===== src/rtl/v_decoders_scan.sv =====
// Registered 1-of-N decoder with direct-load and auto-scan modes.
// Drives row/digit strobes with programmable dwell and blanking.
module v_decoders_scan #(
  parameter int SEL_WIDTH  = 3,
  parameter int ACTIVE_LOW = 1,
  parameter int DWELL      = 4,
  parameter int BLANK      = 1
) (
  input  logic                    clk,
  input  logic                    rst,
  input  logic                    mode,
  input  logic                    load,
  input  logic [SEL_WIDTH-1:0]    sel,
  input  logic                    en,
  output logic [2**SEL_WIDTH-1:0] res,
  output logic [SEL_WIDTH-1:0]    idx,
  output logic                    wrap
);

  localparam int N  = 2**SEL_WIDTH;
  localparam int MX = (DWELL > BLANK) ? DWELL : BLANK;
  localparam int CW = (MX > 1) ? $clog2(MX) : 1;

  localparam logic [N-1:0]  INACT = {N{ACTIVE_LOW != 0}};
  localparam logic [CW-1:0] DLAST = CW'(DWELL - 1);
  localparam logic [CW-1:0] BLAST = CW'((BLANK > 0) ? BLANK - 1 : 0);

  typedef enum logic [1:0] {
    IDLE,
    DIRECT,
    SCAN_ON,
    SCAN_BLANK
  } state_t;

  state_t               state;
  logic [CW-1:0]        cnt;
  logic [SEL_WIDTH-1:0] nxt;
  logic [SEL_WIDTH-1:0] dsel;

  function automatic logic [N-1:0] dec(input logic [SEL_WIDTH-1:0] i);
    logic [N-1:0] d;
    d    = '0;
    d[i] = 1'b1;
    return (ACTIVE_LOW != 0) ? ~d : d;
  endfunction

  assign nxt  = idx + 1'b1;
  assign dsel = load ? sel : idx;

  always_ff @(posedge clk) begin
    if (rst) begin
      state <= IDLE;
      idx   <= '0;
      cnt   <= '0;
      res   <= INACT;
      wrap  <= 1'b0;
    end else begin
      wrap <= 1'b0;
      if (!en) begin
        // Blank the lines but keep scan position so dwell resumes intact.
        res <= INACT;
        if (state == DIRECT && load && !mode) idx <= sel;
      end else begin
        unique case (state)
          IDLE: begin
            if (mode) begin
              state <= SCAN_ON;
              cnt   <= '0;
              res   <= dec(idx);
            end else if (load) begin
              state <= DIRECT;
              idx   <= sel;
              res   <= dec(sel);
            end else begin
              res <= INACT;
            end
          end
          DIRECT: begin
            if (mode) begin
              state <= SCAN_ON;
              cnt   <= '0;
              res   <= dec(idx);
            end else begin
              idx <= dsel;
              res <= dec(dsel);
            end
          end
          SCAN_ON: begin
            if (!mode) begin
              state <= DIRECT;
              cnt   <= '0;
              idx   <= dsel;
              res   <= dec(dsel);
            end else if (cnt == DLAST) begin
              cnt <= '0;
              if (BLANK > 0) begin
                state <= SCAN_BLANK;
                res   <= INACT;
              end else begin
                idx  <= nxt;
                res  <= dec(nxt);
                wrap <= (nxt == '0);
              end
            end else begin
              cnt <= cnt + 1'b1;
              res <= dec(idx);
            end
          end
          SCAN_BLANK: begin
            if (!mode) begin
              state <= DIRECT;
              cnt   <= '0;
              idx   <= dsel;
              res   <= dec(dsel);
            end else if (cnt == BLAST) begin
              state <= SCAN_ON;
              cnt   <= '0;
              idx   <= nxt;
              res   <= dec(nxt);
              wrap  <= (nxt == '0);
            end else begin
              cnt <= cnt + 1'b1;
              res <= INACT;
            end
          end
          default: state <= IDLE;
        endcase
      end
    end
  end

endmodule


===== config.mk =====
export PLATFORM = sky130hd
export DESIGN_NAME = v_decoders_scan
export DESIGN_NICKNAME = d
export VERILOG_FILES = /design/src/rtl/v_decoders_scan.sv
export SDC_FILE = /design/constraint.sdc
export NUM_CORES = 1
export LEC_CHECK = 0
export BUFFER_PORTS_ARGS = -buffer_cell sky130_fd_sc_hd__buf_2
export CORE_MARGIN = 4
export CORE_UTILIZATION = 40
export DETAILED_ROUTE_END_ITERATION = 6
export PLACE_DENSITY = 0.58
export SETUP_SLACK_MARGIN = 0.2
export SYNTH_ARGS = -nofsm -noshare
export SYNTH_HDL_FRONTEND = slang
export SYNTH_SLANG_ARGS = --single-unit

===== constraint.sdc =====
create_clock -name clk -period 2.29 [get_ports clk]
set_input_delay 0.3435 -clock clk [delete_from_list [all_inputs] [get_ports clk]]
set_output_delay 0.3435 -clock clk [all_outputs]
set_load 0.005 [all_outputs]

==> metrics.yaml <==
outcome:
  status: "finished, final reports clean"
route:
  drt_iter0_drc: 82
  dr.pass1.iters: 5
  wirelength_mm: 3.81
  postRouteAntennaNets: 0
  wire_per_inst_um: 16.0
  vias: 1430
  drc: 0
  viasPerCell: 6.01
pwr:
  power_density_nw_per_um2: 499
  ir_worst_vdd_uv: 210
  power_mw: 0.764
  p_leak_nw: 0.574
worst_setup_path:
  crit_path_end_kind: "flop"
  r2r.worst_path.cells: 5
  crit_path_start_kind: "flop"
  ff2ff_setup_slack_ns: 0.45
  cp_data_arrival_time_ns: 2.00
  timing.rr.end: "res[4]"
  crit_type: "flop to flop"
  required_ns: 2.45
  cp_max_fo: 11
  r2r-start: "idx[1]"
  crit_start: "idx[1]"
clocking:
  h-tree-depth: 1
  worstSkewPairLatency_ns: 0.30
  cts_tree: "yes"
  clk_pin_slew_ns: 0.11
  clockRootBuffer: "clkbuf_4"
  cts_hold_buffers: 0
  clock-sinks: 16
  cts_buffer_depth: 2
  numCtsBuffers: 3
  cts_resized: 0
  cts_setup_buffers: 0
final_layout:
  instances_no_fill: 238
  finalNetCount: 210
  register_area_um2: 320
  area_growth_pct: 10.5
  drive_gt1_share_pct: 18.8
  fillers: 354
  diodes: 0
  layout_common_cells: "19 x buf_2, 16 x a21oi_1, 16 x dfxtp_1, 15 x nor2_1, 14 x nand2_1"
  final_common_cell: "buf_2"
  multi_input_area_um2: 968
synthesis:
  async_flop_share_pct: 0
  yosysSeqAreaShare_pct: 23.1
  synth-seq-cells: 16
  synthesis.nets: 195
  synthFlopType: "dfxtp_1"
  synthCells: 178
  synth-edff-count: 0
  yosysWarnings: 0
  ys_types: 46
  avgSynthCellArea_um2: 7.78
  synth_area_um2: 1390
sta:
  setup_viol: 0
  final.setup.tns_ns: 0
  fin_crit_ns: 1.84
  worstMarginPinSlew_ns: 0.641
  relSlewSlack_pct: 57.2
  fin_skew_ns: 0.00534
  hold_violations: 0
  clock.fmax_ghz: 0.544
  rsz0062_at_grt: "no"
  post-route-period-util_pct: 80.3
  whs_ns: 0.333
  drv_slew: 0
floorplan:
  die_w_um: 66.8
  start_util_pct: 41.5
  die_y_um: 66.8
  io_pins: 20
  core_area_um2: 3340
  fp-row-count: 21
  fp.dieArea_um2: 4470
global_routing:
  overflow: 0
  busiest_layer: "met1"
  antenna_found_initial: 0
  grt_use_met1_pct: 27.1
  grt_max_degree: 27
  grt_use_total_pct: 18.8
  grt_pass1_vias: 1317
  grt_use_met2_pct: 27.0
  grt_pass1_wl_mm: 6.47
  grt.met3_usage_pct: 4.22
min_path:
  min-delay-start: "rst"
  hold_path_class: "input pin to flop"
  min_to: "state[1]"
  min_path_cells: 2
placement:
  hpwlAfterDp_mm: 2.83
  place.gp.congestion: 0.899
  port_buffers: 19
  dp_cells: 234
job:
  drv_cap: 0
-- worst max-delay path, cell delays in order (launching register included) --
cell and delay (ns):
dfxtp_1 0.55, ha_1 0.36, xnor2_1 0.13, or3_1 0.39, a21oi_1 0.16, o311ai_1 0.11
-- cell type report --
type	instances	area share, %
multi-input cells	141	63.3
flip-flops and latches	16	20.9
repair buffers	21	7.20
well taps	46	3.76
inverters	10	2.45
clock buffers	4	2.37
-- synth_stat cells, drive strengths merged (3+ instances only) --
library cell | instances | area [µm²]
a211oi | 3 | 22.5
a21oi | 17 | 88.8
a31oi | 3 | 18.8
a41oi | 3 | 26.3
buf | 5 | 36.3
clkbuf | 6 | 22.5
dfxtp | 16 | 320
ha | 9 | 113
inv | 10 | 37.5
nand2 | 14 | 52.6
nand2b | 8 | 50.1
nand3 | 7 | 35.0
nor2 | 15 | 56.3
nor2b | 5 | 31.3
nor3 | 6 | 30.0
o21ai | 6 | 30.0
o221a | 3 | 33.8
o221ai | 5 | 43.8
o311ai | 10 | 87.6
or3 | 3 | 23.8
-- layer usage --
layer  up-vias  wire [µm]
li1        696          -
met1       666       1830
met2        60       1640
met3         8        271
met4         0         61
met5         -          0
-- report_power, final --
| part | total (mW) | internal (mW) | switching (mW) |
|---|---|---|---|
| Sequential | 0.314 | 0.295 | 0.0184 |
| Combinational | 0.252 | 0.103 | 0.149 |
| Clock | 0.199 | 0.0969 | 0.102 |
-- metrics by stage --
step | setup WS, ns | utilization, % | area (µm²)
after floorplan | 0.627 | - | 1390
after global placement | 0.537 | 44.8 | 1490
after detailed placement | 0.463 | 44.8 | 1490
after CTS | 0.472 | 45.9 | 1530
after global routing | 0.249 | 45.9 | 1530
final | 0.450 | 45.9 | 1530
-- cell families (layout without fill, tap and decap cells) --
| logic type | Yosys count | after routing | share of synthesized area [%] |
|---|---|---|---|
| AO/OA/AOI/OAI | 60 | 60 | 31.6 |
| buffers and inverters | 21 | 35 | 6.95 |
| adder cells (fa/ha/maj) | 9 | 9 | 8.13 |
| multiplexers | 4 | 4 | 3.07 |
| flip-flops | 16 | 16 | 23.1 |
| AND/OR/NAND/NOR | 66 | 66 | 24.5 |
| XOR/XNOR | 2 | 2 | 2.62 |
-- how the worst max path moves through the flow --
| stage | end | cells after the start |
|---|---|---|
| after detailed placement | res[4] | 5 |
| after floorplan | res[4] | 5 |
| after CTS | res[4] | 5 |
| final | res[4] | 5 |
| after global placement | res[4] | 5 |
| after global routing | state[0] | 6 |
-- flip-flops by register name, indices dropped and copies added (netlist names) --
signal and cells:
cnt 2, idx 3, state 2, wrap 1
res 8
Note: power is estimated with default switching activity, not from simulation.
